===== src/rtl/mc_pkg.sv =====
// Shared definitions for the multi-cycle MIPS control FSM: state codes,
// opcodes, datapath select encodings and the bundled control word.
package mc_pkg;

  typedef enum logic [3:0] {
    S_FETCH  = 4'd0,
    S_DECODE = 4'd1,
    S_MEMADR = 4'd2,
    S_MEMRD  = 4'd3,
    S_MEMWB  = 4'd4,
    S_MEMWR  = 4'd5,
    S_EXEC   = 4'd6,
    S_ALUWB  = 4'd7,
    S_BEQ    = 4'd8,
    S_ADDIEX = 4'd9,
    S_ADDIWB = 4'd10,
    S_JUMP   = 4'd11,
    S_BNE    = 4'd12
  } state_e;

  localparam logic [5:0] OP_RTYPE = 6'b000000;
  localparam logic [5:0] OP_LW    = 6'b100011;
  localparam logic [5:0] OP_SW    = 6'b101011;
  localparam logic [5:0] OP_BEQ   = 6'b000100;
  localparam logic [5:0] OP_BNE   = 6'b000101;
  localparam logic [5:0] OP_ADDI  = 6'b001000;
  localparam logic [5:0] OP_J     = 6'b000010;

  // Shared with the ALU decoder, which resolves ALUOP_FUNCT from IR[5:0].
  typedef enum logic [1:0] {
    ALUOP_ADD   = 2'b00,
    ALUOP_SUB   = 2'b01,
    ALUOP_FUNCT = 2'b10
  } aluop_e;

  typedef enum logic [1:0] {
    SRCB_B      = 2'b00,
    SRCB_FOUR   = 2'b01,
    SRCB_IMM    = 2'b10,
    SRCB_IMM_SH = 2'b11
  } alusrcb_e;

  typedef enum logic [1:0] {
    PCSRC_ALURES = 2'b00,
    PCSRC_ALUOUT = 2'b01,
    PCSRC_JUMP   = 2'b10
  } pcsrc_e;

  typedef struct packed {
    logic     mem_req;
    logic     memwrite;
    logic     iord;
    logic     irwrite;
    logic     pcwrite;
    logic     branch;
    logic     branch_ne;
    logic     regdst;
    logic     memtoreg;
    logic     regwrite;
    logic     alusrca;
    alusrcb_e alusrcb;
    aluop_e   aluop;
    pcsrc_e   pcsrc;
    logic     instr_done;
    logic     illegal_op;
    logic     mem_err;
  } ctrl_t;

  // States that hold on the memory handshake and are guarded by the watchdog.
  function automatic logic is_mem_state(state_e s);
    return (s == S_FETCH) || (s == S_MEMRD) || (s == S_MEMWR);
  endfunction

endpackage


===== src/rtl/mc_controller_if.sv =====
// Memory request/ready handshake between the control FSM and the shared
// instruction/data memory.
interface mc_controller_if;
  logic mem_req;
  logic memwrite;
  logic iord;
  logic mem_ready;

  modport master (output mem_req, output memwrite, output iord, input mem_ready);
  modport slave  (input mem_req, input memwrite, input iord, output mem_ready);
endinterface


===== src/rtl/mc_mem_watchdog.sv =====
// Wait-cycle counter for memory states; flags a timeout when TIMEOUT idle
// cycles have elapsed and the memory still is not ready.
module mc_mem_watchdog #(
  parameter int TIMEOUT = 255,
  parameter int TO_W    = 16
) (
  input  logic clk,
  input  logic rst_n,
  input  logic in_mem_state,
  input  logic mem_ready,
  output logic timeout
);

  logic [TO_W-1:0] cnt_q, cnt_d;

  // NOTE: every signal written in always_comb gets a value on every path
  // (default first, then overrides) so no latch is inferred.
  always_comb begin
    timeout = in_mem_state && !mem_ready && (cnt_q == TO_W'(TIMEOUT));
    cnt_d   = cnt_q + TO_W'(1);
    // Held at zero outside memory states, so every memory state is entered with a clear count.
    if (!in_mem_state || mem_ready || timeout) begin
      cnt_d = '0;
    end
  end

  // NOTE: state registers use non-blocking assignments so all flops sample
  // their inputs from the same edge regardless of block ordering.
  always_ff @(posedge clk or negedge rst_n) begin
    if (!rst_n) begin
      cnt_q <= '0;
    end else begin
      cnt_q <= cnt_d;
    end
  end

endmodule


===== src/rtl/mc_controller.sv =====
// Multi-cycle MIPS control FSM with Moore datapath controls and a watchdog on
// the memory handshake. Define MC_CTRL_BNE_EN to add the bne instruction.
module mc_controller
  import mc_pkg::*;
#(
  parameter int TIMEOUT = 255,
  parameter int TO_W    = 16
) (
  input  logic                clk,
  input  logic                rst_n,
  input  logic [5:0]          opcode,
  mc_controller_if.master     mem,
  output logic                irwrite,
  output logic                pcwrite,
  output logic                branch,
  output logic                branch_ne,
  output logic                regdst,
  output logic                memtoreg,
  output logic                regwrite,
  output logic                alusrca,
  output logic [1:0]          alusrcb,
  output logic [1:0]          aluop,
  output logic [1:0]          pcsrc,
  output logic                instr_done,
  output logic                illegal_op,
  output logic                mem_err,
  output logic [3:0]          state_o
);

  state_e state_q, state_d;
  ctrl_t  ctrl, ctrl_o;
  logic   timeout;

  mc_mem_watchdog #(
    .TIMEOUT (TIMEOUT),
    .TO_W    (TO_W)
  ) u_watchdog (
    .clk          (clk),
    .rst_n        (rst_n),
    .in_mem_state (is_mem_state(state_q)),
    .mem_ready    (mem.mem_ready),
    .timeout      (timeout)
  );

  always_comb begin
    state_d = state_q;
    ctrl    = '0;
    unique case (state_q)
      S_FETCH: begin
        ctrl.mem_req = 1'b1;
        ctrl.alusrcb = SRCB_FOUR;
        ctrl.irwrite = mem.mem_ready;
        ctrl.pcwrite = mem.mem_ready;
        if (mem.mem_ready) state_d = S_DECODE;
      end
      S_DECODE: begin
        ctrl.alusrcb = SRCB_IMM_SH;
        case (opcode)
          OP_LW, OP_SW: state_d = S_MEMADR;
          OP_RTYPE:     state_d = S_EXEC;
          OP_BEQ:       state_d = S_BEQ;
          OP_ADDI:      state_d = S_ADDIEX;
          OP_J:         state_d = S_JUMP;
`ifdef MC_CTRL_BNE_EN
          OP_BNE:       state_d = S_BNE;
`endif
          default: begin
            ctrl.illegal_op = 1'b1;
            state_d         = S_FETCH;
          end
        endcase
      end
      S_MEMADR: begin
        ctrl.alusrca = 1'b1;
        ctrl.alusrcb = SRCB_IMM;
        state_d      = (opcode == OP_LW) ? S_MEMRD : S_MEMWR;
      end
      S_MEMRD: begin
        ctrl.mem_req = 1'b1;
        ctrl.iord    = 1'b1;
        if (mem.mem_ready) state_d = S_MEMWB;
      end
      S_MEMWB: begin
        ctrl.memtoreg   = 1'b1;
        ctrl.regwrite   = 1'b1;
        ctrl.instr_done = 1'b1;
        state_d         = S_FETCH;
      end
      S_MEMWR: begin
        ctrl.mem_req    = 1'b1;
        ctrl.memwrite   = 1'b1;
        ctrl.iord       = 1'b1;
        ctrl.instr_done = mem.mem_ready;
        if (mem.mem_ready) state_d = S_FETCH;
      end
      S_EXEC: begin
        ctrl.alusrca = 1'b1;
        ctrl.aluop   = ALUOP_FUNCT;
        state_d      = S_ALUWB;
      end
      S_ALUWB: begin
        ctrl.regdst     = 1'b1;
        ctrl.regwrite   = 1'b1;
        ctrl.instr_done = 1'b1;
        state_d         = S_FETCH;
      end
      S_BEQ: begin
        ctrl.alusrca    = 1'b1;
        ctrl.aluop      = ALUOP_SUB;
        ctrl.pcsrc      = PCSRC_ALUOUT;
        ctrl.branch     = 1'b1;
        ctrl.instr_done = 1'b1;
        state_d         = S_FETCH;
      end
      S_ADDIEX: begin
        ctrl.alusrca = 1'b1;
        ctrl.alusrcb = SRCB_IMM;
        state_d      = S_ADDIWB;
      end
      S_ADDIWB: begin
        ctrl.regwrite   = 1'b1;
        ctrl.instr_done = 1'b1;
        state_d         = S_FETCH;
      end
      S_JUMP: begin
        ctrl.pcsrc      = PCSRC_JUMP;
        ctrl.pcwrite    = 1'b1;
        ctrl.instr_done = 1'b1;
        state_d         = S_FETCH;
      end
`ifdef MC_CTRL_BNE_EN
      S_BNE: begin
        ctrl.alusrca    = 1'b1;
        ctrl.aluop      = ALUOP_SUB;
        ctrl.pcsrc      = PCSRC_ALUOUT;
        ctrl.branch_ne  = 1'b1;
        ctrl.instr_done = 1'b1;
        state_d         = S_FETCH;
      end
`endif
      default: state_d = S_FETCH;
    endcase

    // Watchdog abort: no write strobe may escape with a dead memory.
    if (timeout) begin
      ctrl.memwrite   = 1'b0;
      ctrl.irwrite    = 1'b0;
      ctrl.pcwrite    = 1'b0;
      ctrl.instr_done = 1'b0;
      ctrl.mem_err    = 1'b1;
      state_d         = S_FETCH;
    end
  end

  always_ff @(posedge clk or negedge rst_n) begin
    if (!rst_n) begin
      state_q <= S_FETCH;
    end else begin
      state_q <= state_d;
    end
  end

  // Outputs are forced low the instant reset asserts, not at the next edge.
  always_comb ctrl_o = rst_n ? ctrl : '0;

  assign mem.mem_req  = ctrl_o.mem_req;
  assign mem.memwrite = ctrl_o.memwrite;
  assign mem.iord     = ctrl_o.iord;
  assign irwrite      = ctrl_o.irwrite;
  assign pcwrite      = ctrl_o.pcwrite;
  assign branch       = ctrl_o.branch;
  assign branch_ne    = ctrl_o.branch_ne;
  assign regdst       = ctrl_o.regdst;
  assign memtoreg     = ctrl_o.memtoreg;
  assign regwrite     = ctrl_o.regwrite;
  assign alusrca      = ctrl_o.alusrca;
  assign alusrcb      = ctrl_o.alusrcb;
  assign aluop        = ctrl_o.aluop;
  assign pcsrc        = ctrl_o.pcsrc;
  assign instr_done   = ctrl_o.instr_done;
  assign illegal_op   = ctrl_o.illegal_op;
  assign mem_err      = ctrl_o.mem_err;
  assign state_o      = state_q;

endmodule


===== src/flat_wrapper.sv =====
// flat-port wrapper written by rule: the top's interface ports become plain ports
module mc_controller_flat import mc_pkg::*;
#(
  parameter int TIMEOUT = 255,
  parameter int TO_W    = 16
)
  (clk, rst_n, opcode, irwrite, pcwrite, branch, branch_ne, regdst, memtoreg, regwrite, alusrca, alusrcb, aluop, pcsrc, instr_done, illegal_op, mem_err, state_o, mem_mem_req, mem_memwrite, mem_iord, mem_mem_ready);
  mc_controller_if mem_i ();
  input  logic clk;
  input  logic rst_n;
  input  logic [5:0] opcode;
  output logic irwrite;
  output logic pcwrite;
  output logic branch;
  output logic branch_ne;
  output logic regdst;
  output logic memtoreg;
  output logic regwrite;
  output logic alusrca;
  output logic [1:0] alusrcb;
  output logic [1:0] aluop;
  output logic [1:0] pcsrc;
  output logic instr_done;
  output logic illegal_op;
  output logic mem_err;
  output logic [3:0] state_o;
  output wire logic [$bits(mem_i.mem_req)-1:0] mem_mem_req;
  output wire logic [$bits(mem_i.memwrite)-1:0] mem_memwrite;
  output wire logic [$bits(mem_i.iord)-1:0] mem_iord;
  input wire logic [$bits(mem_i.mem_ready)-1:0] mem_mem_ready;
  assign mem_mem_req = mem_i.mem_req;
  assign mem_memwrite = mem_i.memwrite;
  assign mem_iord = mem_i.iord;
  assign mem_i.mem_ready = mem_mem_ready;
  mc_controller #(.TIMEOUT(TIMEOUT), .TO_W(TO_W)) u_core (.clk(clk), .rst_n(rst_n), .opcode(opcode), .mem(mem_i), .irwrite(irwrite), .pcwrite(pcwrite), .branch(branch), .branch_ne(branch_ne), .regdst(regdst), .memtoreg(memtoreg), .regwrite(regwrite), .alusrca(alusrca), .alusrcb(alusrcb), .aluop(aluop), .pcsrc(pcsrc), .instr_done(instr_done), .illegal_op(illegal_op), .mem_err(mem_err), .state_o(state_o));
endmodule

===== config.mk =====
export PLATFORM = sky130hd
export DESIGN_NAME = mc_controller_flat
export DESIGN_NICKNAME = d
export VERILOG_FILES = /design/src/rtl/mc_pkg.sv /design/src/rtl/mc_controller_if.sv /design/src/rtl/mc_mem_watchdog.sv /design/src/rtl/mc_controller.sv /design/src/flat_wrapper.sv
export SDC_FILE = /design/constraint.sdc
export NUM_CORES = 1
export LEC_CHECK = 0
export BUFFER_PORTS_ARGS = -buffer_cell sky130_fd_sc_hd__buf_2
export CAP_MARGIN = 25
export CORE_UTILIZATION = 30
export CTS_CLUSTER_DIAMETER = 120
export DETAILED_ROUTE_END_ITERATION = 16
export SYNTH_ARGS = -nofsm -noshare
export SYNTH_HDL_FRONTEND = slang
export SYNTH_HIERARCHICAL = 1
export SYNTH_SLANG_ARGS = --single-unit

===== constraint.sdc =====
create_clock -name clk -period 5.6 [get_ports clk]
set_input_delay 0.56 -clock clk [delete_from_list [all_inputs] [get_ports clk]]
set_output_delay 0.56 -clock clk [all_outputs]
set_load 0.03 [all_outputs]

==> flow_metrics.env <==
export IMPL_yosys_top_cells_area="dfrtp_1 35%, nor2_1 7.6%, xnor2_1 6.8%, nor3_1 5.6%, nand2_1 2.6%"
export IMPL_wl_met2_um=1290
export IMPL_timing_final_crit_share_pct=57.3
export IMPL_clock_sinks=20
export IMPL_grt_pass1_vias=1105
export IMPL_drc=0
export IMPL_syn_nets=184
export IMPL_port_buffers=31
export IMPL_tightest_slew_ns=0.531
export IMPL_final_max_slew_viol_count=0
export IMPL_status="finished, final reports clean"
export IMPL_slowest_stage="or4_4"
export IMPL_dieHeight_um=70.9
export IMPL_area_growth_pct=13.5
export IMPL_worst_hold_path_type="input port to async pin"
export IMPL_critPathKind="register to primary output"
export IMPL_vias_per_cell=5.29
export IMPL_synth_top_area_share_pct=35.1
export IMPL_syn_mean_instance_area_um2=8.19
export IMPL_root_buffer="clkbuf_8"
export IMPL_hold_buffers=0
export IMPL_fmax_mhz=312
export IMPL_synth_most_common_cell="nor2_1"
export IMPL_track_usage_pct=12.3
export IMPL_wl_met3_um=134
export IMPL_async_flop_share_pct=100
export IMPL_cp_arrival_ns=2.65
export IMPL_ant_nets=0
export IMPL_rr_endpoint="u_core/state_o[0]"
export IMPL_rows=24
export IMPL_io_pins=33
export IMPL_drt_pass1_iter_count=6
export IMPL_synth_common_cells="29 x nor2_1, 20 x dfrtp_1, 16 x nor3_1, 11 x xnor2_1, 10 x nand2_1"
export IMPL_post_route_min_period_ns=3.21
export IMPL_fill_cells=472
export IMPL_ys_ff_latch=20
export IMPL_r2r_cells=7
export IMPL_critical_path_top_delay_family="simple AND/OR/NAND/NOR gates"
export IMPL_drive_gt1_share_pct=22.3
export IMPL_drt_iter0_markers=140
export IMPL_p_leak_nw=0.671
export IMPL_num_vias=1317
export IMPL_fp_dieArea_um2=5030
export IMPL_clockBufferDepth=2
export IMPL_synth_area_leader_cell="dfrtp_1"
export IMPL_clock_skew_ns=0.00233
export IMPL_max_slew_margin_rel_pct=64.6
export IMPL_clk_latency_ns=0.25
export IMPL_antenna_found_initial=0
export IMPL_routed_top_layer="met4"
export IMPL_cts_resized=0
export IMPL_chipWidth_um=70.9
export IMPL_cts_setup_buffers=0
export IMPL_routed_wl_um=2960
export IMPL_syn_inst=174
export IMPL_setup_slack_ns=2.39
export IMPL_holdWs_ns=0.276
export IMPL_grt_max_degree=26
export IMPL_crit_required_ns=5.04
export IMPL_r2r_setup_slack_ns=3.17
export IMPL_core_area_um2=4470
export IMPL_cts_htree_levels=1
export IMPL_wire_per_inst_um=11.9
export IMPL_dp_hpwl_um=2130
export IMPL_netlist_area_um2=1430
export IMPL_critical_path_max_stage_delay_ns=0.63
export IMPL_overflow=0
export IMPL_met1_length_um=1490
export IMPL_path_max_fanout=8
export IMPL_grt_pass1_wl_um=5020
export IMPL_crit_chain="ha_1 -> nand4_1 -> or4_4 -> nor2_1 -> nand2b_1 -> nor4_1 -> buf_2"
export IMPL_final_nets=209
export IMPL_max_cap_viol_count=0
export IMPL_fin_area_um2=1620
export IMPL_finalHoldViolCount=0
export IMPL_p_per_area_nw_per_um2=286
export IMPL_cts_tree="yes"
export IMPL_yosysSeqAreaShare_pct=35.1
export IMPL_synth_cell_types=46
export IMPL_crit_reg2reg_launch="u_core/u_watchdog/cnt_q[0]"
export IMPL_crit_path_end_kind="primary output"
export IMPL_place_gp_congestion=0.770
export IMPL_cp_num_buf_inv=1
export IMPL_setup_tns_ns=0
export IMPL_start_util_pct=31.9
export IMPL_setup_viol=0
export IMPL_clkTransAtPathRegs_ns=0.07
export IMPL_start_kind="register"
export IMPL_cts_buffers=3
export IMPL_utilization_pct=36.2
export IMPL_placed_area_um2=1580
export IMPL_yosys_warnings=6
export IMPL_antennaDiodeCount=0
export IMPL_ys_flop_type="dfrtp_1"
export IMPL_place_ws_ns=2.64
export IMPL_synth_enable_flop_cells=0
export IMPL_vdd_drop_max_mv=0.0861
export IMPL_grt_setup_unrepaired="false"
-- worst max path at each step --
stage	start	cells past startpoint	end	slack, ns
CTS	u_core/u_watchdog/cnt_q[0]	7	irwrite	2.35
global placement	u_core/u_watchdog/cnt_q[0]	7	irwrite	2.74
global route	u_core/u_watchdog/cnt_q[0]	7	mem_memwrite	2.17
floorplan	u_core/state_o[1]	9	irwrite	2.42
finish	u_core/u_watchdog/cnt_q[0]	7	irwrite	2.39
detailed placement	u_core/u_watchdog/cnt_q[0]	7	irwrite	2.64
-- worst reg2reg max path, stage by stage (launching register included) --
cell and delay [ns]:
dfrtp_1 0.38, ha_1 0.22, nand4_1 0.25, or4_4 0.63, nor2_1 0.43, a211oi_1 0.10
o21ai_1 0.16, o32ai_1 0.12
-- layer usage --
metal / GRT usage (%) / vias to the layer above
met2: 17.4 / 44
li1: - / 663
met1: 19.2 / 605
met5: 0 / -
met4: 4.67 / 0
met3: 1.28 / 5
-- state kept, by name, indices dropped and copies added, names as in the netlist --
| name | cells |
|---|---|
| u_core/u_watchdog/cnt_q | 16 |
| u_core/state_o | 4 |
-- layout by cell type, fill, tap and decap left out, drive strengths merged, types with 2 or more instances in the layout --
| master | n |
|---|---|
| clkbuf | 3 |
| or3 | 3 |
| o21ai | 3 |
| buf | 31 |
| or4 | 6 |
| nor2 | 29 |
| a31oi | 2 |
| nand2 | 10 |
| o31ai | 3 |
| nor4 | 6 |
| xor2 | 4 |
| dfrtp | 20 |
| nand2b | 7 |
| nand4 | 2 |
| xnor2 | 11 |
| nor3 | 16 |
| inv | 6 |
| or2 | 3 |
| a21oi | 8 |
| nand3 | 7 |
-- cell type report --
| class | count | area (um^2) | area share, % |
|---|---|---|---|
| clock buffers | 3 | 41.3 | 2.55 |
| inverters | 6 | 22.5 | 1.39 |
| multi-input cells | 137 | 833 | 51.5 |
| flip-flops and latches | 20 | 500 | 30.9 |
| well taps | 52 | 65.1 | 4.02 |
| repair buffers | 31 | 155 | 9.59 |
-- kinds of logic (layout without fill, tap and decap cells) --
kind of cell             after synthesis  in the layout  synth area share (%)
adder cells (fa/ha/maj)                2              2                  1.58
XOR/XNOR                              15             15                  9.22
multiplexers                           1              1                 0.702
AND/OR/NAND/NOR                       94             94                  35.5
flip-flops                            20             20                  35.1
AO/OA/AOI/OAI                         24             24                  11.2
buffers and inverters                 17             40                  6.41
other                                  1              1                 0.263
-- metrics by stage --
| stage | power [W] | cells |
|---|---|---|
| floorplan | 0.000335 | 174 |
| global placement | 0.000377 | 246 |
| detailed placement | 0.000374 | 246 |
| CTS | 0.000468 | 249 |
| global route | 0.000496 | 249 |
| finish | 0.000462 | 249 |
-- where the power goes --
| part | total (W) | leakage [nW] | switching (W) | internal (W) |
|---|---|---|---|---|
| combinational | 0.000183 | 0.373 | 0.000124 | 0.0000584 |
| clock | 0.0000906 | 0.0216 | 0.0000427 | 0.0000478 |
| sequential | 0.000189 | 0.276 | 0.0000332 | 0.000156 |
| total | 0.000462 | 0.671 | 0.000200 | 0.000262 |
No activity file was read; power rests on OpenSTA's default activity.
